File: src/rtl/uart_rx_deserializer.sv
// uart_rx_deserializer
// 8N1 UART receiver, LSB first. It synchronises the serial pin and checks the
// start bit at mid-bit. It then samples eight data bits and the stop bit, and
// hands each good byte to the RX buffer as a one-cycle write strobe.
// Framing errors and overruns are kept as sticky flags until err_clr_i.

module uart_rx_deserializer #(
  parameter int CLKS_PER_BIT = 104
) (
  input  logic        clk,
  input  logic        rst_i,
  input  logic        rx_i,
  input  logic        buf_full_i,
  input  logic        err_clr_i,
  output logic        wr_en_o,
  output logic [31:0] wdata_o,
  output logic        busy_o,
  output logic        frame_err_o,
  output logic        overrun_o
);

  // Counter width. The maximum count is CLKS_PER_BIT-1, so $clog2 is enough.
  localparam int CW = (CLKS_PER_BIT > 1) ? $clog2(CLKS_PER_BIT) : 1;

  // Start-bit validation point (mid-bit) and the last count of a full bit.
  localparam logic [CW-1:0] HALF_LAST = CW'(CLKS_PER_BIT / 2 - 1);
  localparam logic [CW-1:0] FULL_LAST = CW'(CLKS_PER_BIT - 1);
  localparam logic [CW-1:0] CNT_ONE   = CW'(1);

  typedef enum logic [2:0] {
    IDLE,
    START,
    DATA,
    STOP,
    WAIT_HI
  } state_t;

  state_t        state;
  logic [1:0]    sync;
  logic          rx_s;
  logic [CW-1:0] baud_cnt;
  logic [2:0]    bit_idx;
  logic [7:0]    shreg;

  // Two-flop synchroniser. It resets to the idle-high level, so a reset can never look like a start bit.
  always_ff @(posedge clk) begin
    if (rst_i) begin
      sync <= 2'b11;
    end else begin
      sync <= {sync[0], rx_i};
    end
  end

  assign rx_s = sync[1];

  // Receive FSM. It owns the bit timing, the shift register, the write strobe and the sticky error flags.
  always_ff @(posedge clk) begin
    if (rst_i) begin
      state       <= IDLE;
      baud_cnt    <= '0;
      bit_idx     <= 3'd0;
      shreg       <= 8'h00;
      wr_en_o     <= 1'b0;
      wdata_o     <= 32'h0;
      frame_err_o <= 1'b0;
      overrun_o   <= 1'b0;
    end else begin
      wr_en_o <= 1'b0;
      wdata_o <= 32'h0;

      if (err_clr_i) begin
        frame_err_o <= 1'b0;
        overrun_o   <= 1'b0;
      end

      case (state)
        IDLE: begin
          baud_cnt <= '0;
          if (!rx_s) begin
            state <= START;
          end
        end

        START: begin
          if (baud_cnt == HALF_LAST) begin
            baud_cnt <= '0;
            bit_idx  <= 3'd0;
            if (!rx_s) begin
              state <= DATA;
            end else begin
              state <= IDLE;
            end
          end else begin
            baud_cnt <= baud_cnt + CNT_ONE;
          end
        end

        DATA: begin
          if (baud_cnt == FULL_LAST) begin
            baud_cnt <= '0;
            shreg    <= {rx_s, shreg[7:1]};
            if (bit_idx == 3'd7) begin
              state <= STOP;
            end else begin
              bit_idx <= bit_idx + 3'd1;
            end
          end else begin
            baud_cnt <= baud_cnt + CNT_ONE;
          end
        end

        STOP: begin
          if (baud_cnt == FULL_LAST) begin
            baud_cnt <= '0;
            if (rx_s) begin
              state <= IDLE;
              if (buf_full_i) begin
                overrun_o <= 1'b1;
              end else begin
                wr_en_o <= 1'b1;
                wdata_o <= {24'h0, shreg};
              end
            end else begin
              frame_err_o <= 1'b1;
              state       <= WAIT_HI;
            end
          end else begin
            baud_cnt <= baud_cnt + CNT_ONE;
          end
        end

        WAIT_HI: begin
          baud_cnt <= '0;
          if (rx_s) begin
            state <= IDLE;
          end
        end

        default: begin
          state    <= IDLE;
          baud_cnt <= '0;
        end
      endcase
    end
  end

  assign busy_o = (state != IDLE);

endmodule

File: config.mk
export PLATFORM = sky130hd
export DESIGN_NAME = uart_rx_deserializer
export DESIGN_NICKNAME = d
export VERILOG_FILES = /design/src/rtl/uart_rx_deserializer.sv
export SDC_FILE = /design/constraint.sdc
export NUM_CORES = 1
export LEC_CHECK = 0
export BUFFER_PORTS_ARGS = -buffer_cell sky130_fd_sc_hd__buf_2
export CAP_MARGIN = 20
export CORE_ASPECT_RATIO = 0.5
export CORE_UTILIZATION = 30
export CTS_BUF_LIST = sky130_fd_sc_hd__clkbuf_8 sky130_fd_sc_hd__clkbuf_16
export CTS_CLUSTER_SIZE = 16
export DETAILED_ROUTE_END_ITERATION = 10
export HOLD_SLACK_MARGIN = 0.05
export PLACE_DENSITY_LB_ADDON = 0.25
export SYNTH_ARGS = -nofsm -noshare
export SYNTH_HDL_FRONTEND = slang
export SYNTH_SLANG_ARGS = --single-unit
File: constraint.sdc
create_clock -name clk -period 4.1 [get_ports clk]
set_input_delay 0 -clock clk [delete_from_list [all_inputs] [get_ports clk]]
set_output_delay 0 -clock clk [all_outputs]
set_load 0.05 [all_outputs]
; ---- Word-level counts from Yosys, hierarchy flattened
; Index checks and enable logic that the tools add are counted.
[totals]
output_inout_bits = 36
in_bits = 5
word_cells = 64
latch_bits = 0
mem_bits_ro = 0
ff_bits = 58
ram_bits = 0
memories = 0
[op_classes]
addsub = 2
n_shift = 0
n_mux = 26
bitwise = 3
n_lt_le_gt_ge = 0
n_div = 0
reduce_logical = 9
multipliers = 0
n_eq_ne = 14
[op_table]
columns = cell, n
row1 = 2-to-1 mux 3 bit, 10
row2 = one-hot mux 3 bit (5 select lines), 1
row3 = 2-to-1 mux 7 bit, 2
row4 = inequality test 2 bit (second input constant), 7
row5 = one-hot mux 7 bit (2 select lines), 1
row6 = 2-to-1 mux 1 bit, 10
row7 = adder 7 x 1 -> 7 bit (second input constant), 1
row8 = equality test 7 x 6 -> 1 bit (second input constant), 1
row9 = equality test 7 bit (second input constant), 1
row10 = equality test 3 x 2 -> 1 bit (second input constant), 2
row11 = equality test 3 bit (second input constant), 2
row12 = one-hot mux 3 bit (2 select lines), 1
row13 = AND reduction 6 bit, 1
row14 = OR reduction 5 bit, 1
row15 = AND reduction 4 bit, 1
row16 = OR reduction 4 bit, 1
row17 = adder 3 x 1 -> 3 bit (second input constant), 1
row18 = equality test 3 x 1 -> 1 bit (second input constant), 1
row19 = zero test 3 bit, 1
row20 = NOT 1 bit, 3
row21 = nonzero test 3 bit, 1
row22 = 2-to-1 mux 2 bit, 1
row23 = AND reduction 2 bit, 1
row24 = nonzero test 2 bit, 1
row25 = OR reduction 2 bit, 1

; ---- Logic depth before layout (Yosys ltp)
; Gate-level depths: netlist of the first run.
[logic_depth]
depth_word = 5
depth_mapped = 5

; ---- Worst setup path after synthesis of the first run
; Ideal clock, no wire load.
[synth_timing]
path_type = reg2reg
from = register baud_cnt[0]
to = register shreg[0]
required_time_ns = 3.972
setup_time_ns = 0.128
synth_period_minus_slack_ns = 1.715
n_path_buf = 0
setup_slack_ns = 2.385
path_stages_with_launch = 6
arrival_time_ns = 1.588
cell_sequence = dfxtp_1 ha_1 nand4bb_4 nor4_4 mux2i_1 nor2_1
[synth_between]
elab_chain_len = 2
[synth_lines]
columns = element, line_no
row1 = from (decl), 41  ; logic [CW-1:0] baud_cnt;
row2 = from (signal assigned), 94  ; baud_cnt <= baud_cnt + CNT_ONE;
row3 = from (signal assigned), 108  ; baud_cnt <= baud_cnt + CNT_ONE;
row4 = from (signal assigned), 128  ; baud_cnt <= baud_cnt + CNT_ONE;
row5 = equality test 7 bit, 99  ; if (baud_cnt == FULL_LAST) begin
row6 = AND reduction 2 bit (no source line), --
row7 = to (signal assigned), 101  ; shreg <= {rx_s, shreg[7:1]};
row8 = to (decl), 43  ; logic [7:0] shreg;
; No other way between the ends.
; A chain may end at the register's enable or synchronous reset.

; ---- Final worst setup path of the first run
; Ends and elaborated chain as after synthesis.

==> reports/metrics.yaml, run 1 <==
power_density_nw_per_um2: 394
synth_most_common_cell: "dfxtp_1"
ctsLongestPathBuffers: 2
num_vias: 1013
hold_path_depth: 2
nFillCells: 510
synth_flop_cell: "dfxtp_1"
seq_area_frac_synth_pct: 43.7
grt_max_degree: 21
dieWidth_um: 104
place_congestion: 0.769
synth_common_cells: "dfxtp_1 (34), buf_4 (24), nor2_1 (21), mux2i_1 (11), nand2_1 (9)"
finalSetupViolCount: 0
dieHeight_um: 53.0
holdWs_ps: 103
placedInstanceArea_sq_um: 1620
synthesis.area_sq_um: 1560
skew_ps: 3.42
coreArea_sq_um: 4950
worstPathCellList: "ha_1 -> nand4bb_4 -> nor4_4 -> mux2i_1 -> nor2_1"
vias_per_cell: 4.02
dieArea_sq_um: 5510
cts_inserted_buffers: 5
clk_latency_ps: 280
pin_count: 41
ctsResizeCount: 0
cp-start-kind: "register"
port_buffers: 16
nNetsFinal: 190
slew_viol_final: 0
routed_wl_mm: 2.34
dp.cells: 241
timing.setup.tns_ps: 0
instances_no_fill: 252
cp-end-kind: "register"
top_layer_used: "met4"
start_util_pct: 31.5
ys_warn_count: 0
period_minus_slack_ps: 1900
fin_crit_sh_pct: 46.4
finalHoldViolCount: 0
crit_path_max_incr_delay_ps: 650
rrSetupSlack_ps: 2200
ff2ff_path_depth: 5
fmax_mhz: 525
dp_hpwl_mm: 1.61
synth_top_area_share_pct: 43.7
worstHoldStart: "rst_i"
synth_area_leaders: "dfxtp_1 (44%), buf_4 (12%), mux2i_1 (7.1%), nor2_1 (5.1%), and2_1 (3.2%)"
ys_ff_latch: 34
worstPathArrival_ps: 2070
crit_slowest_cell: "nor4_4"
hold_path_end: "overrun_o"
cap_violations: 0
detailroute.wirelength.met2_mm: 1.01
post_cts_buffers: 0
overflow: 0
status: "complete, no violations"
cts.reportedPaths.clkPinSlew_ps: 70
wl_met3_um: 154
firstDrtPassIters: 4
grt_pass1_vias: 869
ir_worst_vdd_v: 0.000124
clock_sinks: 34
rows: 18
postSynthAreaPerCell_sq_um: 9.81
diodes: 0
crit_fanout: 8
required_ps: 4260
grt.total_usage_pct: 9.27
grt_pass1_wl_mm: 3.84
routedWlPerCell_um: 9.30
rsz0062_at_grt: "false"
drc: 0
async_reset_ff_share_pct: 0
yosysTopAreaCell: "dfxtp_1"
hp-class: "in2reg"
drive_gt1_share_pct: 17.0
area_delta_synth_final_pct: 12.8
ant_nets: 0
worstReg2RegStart: "baud_cnt[0]"
synth_edf_count: 0
finish.utilization_pct: 35.5
cts_tree: "done"
htreeDepth: 2
timing.rr.end: "shreg[0]"
drt_iter0_drc: 32
slew_headroom_pct: 53.6
root_buffer: "clkbuf_8"
tightest_slew_ps: 690
p_leak_nw: 0.756
synth_cell_type_count: 34
worstSetupPathType: "reg2reg"
fin_area_sq_um: 1760
antenna_found_initial: 0
met1Wirelength_mm: 1.13
netlist_instances: 159
## state kept, by name (all words and copies together), names as in the netlist
register / cells
baud_cnt: 7
bit_idx: 3
frame_err_o: 1
overrun_o: 1
shreg: 8
state: 3
sync: 2
wdata_o: 8
wr_en_o: 1
## power breakdown
| group | switching [W] | internal [W] | total [W] |
|---|---|---|---|
| Combinational | 0.0000566 | 0.00000745 | 0.0000641 |
| Sequential | 0.00000231 | 0.000332 | 0.000334 |
| Clock | 0.000118 | 0.000177 | 0.000294 |
| Total | 0.000177 | 0.000516 | 0.000693 |
## logic make-up (layout without fill, tap and decap cells)
logic type      count (synthesis)  after routing  share of synthesized area, %
simple gates                   64             64                          25.5
compound gates                 10             10                          4.49
buf+inv                        30             30                          13.0
fa+ha+maj                       4              4                          3.21
flops                          34             34                          43.7
xor+xnor                        5              5                          2.81
other cells                     1             24                         0.241
mux                            11             11                          7.06
## placed cells by master, fill, tap and decap left out, types with 2 or more instances in the layout
| master | n |
|---|---|
| dfxtp_1 | 34 |
| conb_1 | 24 |
| nor2_1 | 21 |
| buf_2 | 16 |
| mux2i_1 | 11 |
| nand2_1 | 9 |
| and2_1 | 8 |
| nand2b_1 | 5 |
| inv_1 | 5 |
| clkbuf_8 | 5 |
| nand4_1 | 4 |
| xor2_1 | 4 |
| ha_1 | 4 |
| a21oi_1 | 3 |
| a2bb2oi_1 | 3 |
| nor3_1 | 3 |
| dlygate4sd3_1 | 3 |
| or2_2 | 2 |
## cell type report
class                           instances  area (sq um)  share of cell area, %
Sequential cell                        34           681                   38.7
Tap cell                               70          87.6                   4.98
Timing Repair Buffer                   19           110                   6.26
Inverter                                3          11.3                  0.641
Multi-Input combinational cell        118           762                   43.3
Clock inverter                          3          37.5                   2.14
Clock buffer                            5          68.8                   3.91
## layer usage
layer	GRT usage [%]	vias up
met5	0	-
met4	7.14	0
met1	9.99	439
li1	-	529
met2	15.9	40
met3	2.96	5
## worst max-delay path by stage
stage	depth (start not counted)	to	startpoint
2_1_floorplan	5	shreg[0]	baud_cnt[0]
3_3_place_gp	5	shreg[0]	baud_cnt[0]
3_5_place_dp	5	shreg[3]	baud_cnt[0]
4_1_cts	5	shreg[3]	baud_cnt[0]
5_1_grt	5	shreg[0]	baud_cnt[0]
6_report	5	shreg[0]	baud_cnt[0]
## worst max-delay path: cells and delay by family, from the launching register on
kind | cells | cell delay (ps)
DFF | 1 | 390
adders and majority gates | 1 | 270
and+or+nand+nor | 3 | 840
muxes | 1 | 270
## through the flow
| step | setup WS (ps) | power, W |
|---|---|---|
| after floorplan | 2380 | 0.000417 |
| after global placement | 2230 | 0.000403 |
| after detailed placement | 2170 | 0.000403 |
| after CTS | 2170 | 0.000705 |
| after global routing | 2020 | 0.000723 |
| final | 2200 | 0.000693 |
## repair_timing
action                                  4_1_cts  5_1_grt
hold buffers                                  3        0
hold endpoints to repair                      4        0
endpoints found under the setup margin        0        0
No activity file was read; power rests on OpenSTA's default activity.
==> run 2, diff against run 1 <==
clock period = 1.91 ns   (was 4.1 ns; I/O delays follow)
==> run 2 against run 1 <==
Final cell count is 2.4% higher. Maximum frequency is 9.4% higher. Worst hold slack better by 5.0 ps. Count of clock-buffer cells in the layout stayed put. Via count is 4.5% higher. Sequential share of layout area is 1.7 points lower. Critical path type unchanged. Critical endpoint is now wdata_o[5]. Largest cell class unchanged.
==> reports/metrics.yaml, run 2 (same netlist as run 1, synthesis figures left out) <==
dieArea_sq_um: 5510  # unchanged
grt_pass1_vias: 886  # +2.0%
holdWs_ps: 108  # +4.98 ps
grt_max_degree: 21  # unchanged
fin_crit_sh_pct: 91.1  # +45 points
drt_iter0_drc: 58  # +81%
drive_gt1_share_pct: 21.3  # +4.2 points
reg_top3: "shreg: 8 flops, wdata_o: 8 flops, baud_cnt: 7 flops"
place_congestion: 0.748  # -2.7%
clk_latency_ps: 280  # about the same
ff2ff_path_depth: 6  # +1
finalHoldViolCount: 0  # unchanged
final_cell_mix: "dfxtp_1 (34), conb_1 (24), nor2_1 (21)"
hold_path_depth: 2  # unchanged
top_usage_layer: "met2"
ctsLongestPathBuffers: 2  # unchanged
area_delta_synth_final_pct: 17.8
routed_wl_mm: 2.31  # -1.5%
htreeDepth: 2  # unchanged
rsz0062_at_grt: "false"
power_density_nw_per_um2: 892  # +130%
required_ps: 2140  # -2120 ps
timing.setup.tns_ps: 0  # unchanged
ir_worst_vdd_v: 0.000312  # +150%
dp_hpwl_mm: 1.64  # +2.2%
ant_nets: 0  # unchanged
final_common_cell: "dfxtp_1"
vias_per_cell: 4.10  # +2.1%
cp-start-kind: "register"
nNetsFinal: 196  # +3.2%
grt_use_met3_pct: 2.96  # unchanged
crit_fanout: 9  # +1
drc: 0  # unchanged
grt.total_usage_pct: 9.40  # +0.13 points
routedWlPerCell_um: 8.95  # -3.7%
dieHeight_um: 53.0  # unchanged
rows: 18  # unchanged
cts_inserted_buffers: 5  # unchanged
period_minus_slack_ps: 1740  # -164 ps
clock_sinks: 34  # unchanged
p_total_w: 0.00164  # +140%
start_util_pct: 31.5  # unchanged
coreArea_sq_um: 4950  # unchanged
pin_count: 41  # unchanged
worstPathArrival_ps: 1970  # -100 ps
cts_tree: "done"
finalSetupViolCount: 0  # unchanged
skew_ps: 4.83  # +1.41 ps
num_vias: 1059  # +4.5%
overflow: 0  # unchanged
antenna_found_initial: 0  # unchanged
p_leak_nw: 0.792  # +4.8%
cp-end-kind: "register"
slew_viol_final: 0  # unchanged
worstSetupPathType: "reg2reg"
hp-class: "in2reg"
dieWidth_um: 104  # unchanged
root_buffer: "clkbuf_8"
met2_usage_pct: 16.3  # +0.44 points
cts.reportedPaths.clkPinSlew_ps: 70  # about the same
fmax_mhz: 575  # +9.4%
diodes: 0  # unchanged
port_buffers: 16  # unchanged
status: "complete, no violations"
firstDrtPassIters: 4  # unchanged
use_met1_pct: 10.9  # +0.93 points
cap_violations: 0  # unchanged
grt_pass1_wl_mm: 4.04  # +5.4%
nFillCells: 524  # +2.7%
-- run 2: cell types whose count changed in the layout (fill, tap and decap cells not counted) --
cell | previous run | this run
clkinv_4 | 0 | 1
bufinv_16 | 1 | 2
ha_2 | 0 | 1
ha_1 | 4 | 3
buf_4 | 0 | 6
inv_1 | 5 | 3
-- run 2: critical path, cell delays in order, from the launching register on --
cell and delay [ps]:
dfxtp_1 370, ha_2 250, and4bb_1 280, nand4_2 190, nor4b_4 280, buf_4 180, and2_1 130
-- run 2: repair_timing --
action                                 in CTS  in global routing
hold buffers                                3                  0
gates resized for setup                     0                  1
setup buffers                               0                  1
endpoints found under the hold margin       4                  0
setup endpoints to repair                   0                  8
-- run 2: routing by layer --
layer / vias up / share of wire (%)
li1: 540 / -
met3: 2 / 6.3
met5: - / 0
met4: 0 / 1.3
met1: 473 / 47
met2: 44 / 45
-- run 2: final cells by class --
cell class / instances / area (sq um) / share of cell area, %
multi-input cells: 118 / 764 / 41.6
clock inverters: 3 / 68.8 / 3.75
inverters: 3 / 11.3 / 0.613
clock buffers: 5 / 68.8 / 3.75
repair buffers: 25 / 155 / 8.45
flip-flops and latches: 34 / 681 / 37.1
well taps: 70 / 87.6 / 4.77
-- run 2: final timing paths --
check                           slack, ps        start           to
worst max-delay path                  170  baud_cnt[1]   wdata_o[5]
worst min-delay path                  110        rst_i  frame_err_o
worst max register to register        170  baud_cnt[1]   wdata_o[5]
worst min register to register        410      sync[0]      sync[1]
-- run 2: power breakdown --
group	total [W]	internal, W	switching, W
registers	0.000717	0.000712	0.00000444
clock network	0.000783	0.000523	0.000260
logic	0.000140	0.0000174	0.000122
total	0.00164	0.00125	0.000387
-- run 2: through the flow --
step | setup slack [ps] | cells | util, % | instance area, sq um
final | 170 | 258 | 37.1 | 1840
after CTS | 56.3 | 257 | 36.9 | 1830
after detailed placement | 61.8 | 246 | 33.5 | 1660
after global placement | 126 | 246 | 33.5 | 1660
after global routing | 21.4 | 258 | 37.1 | 1840
after floorplan | 195 | 182 | - | 1650
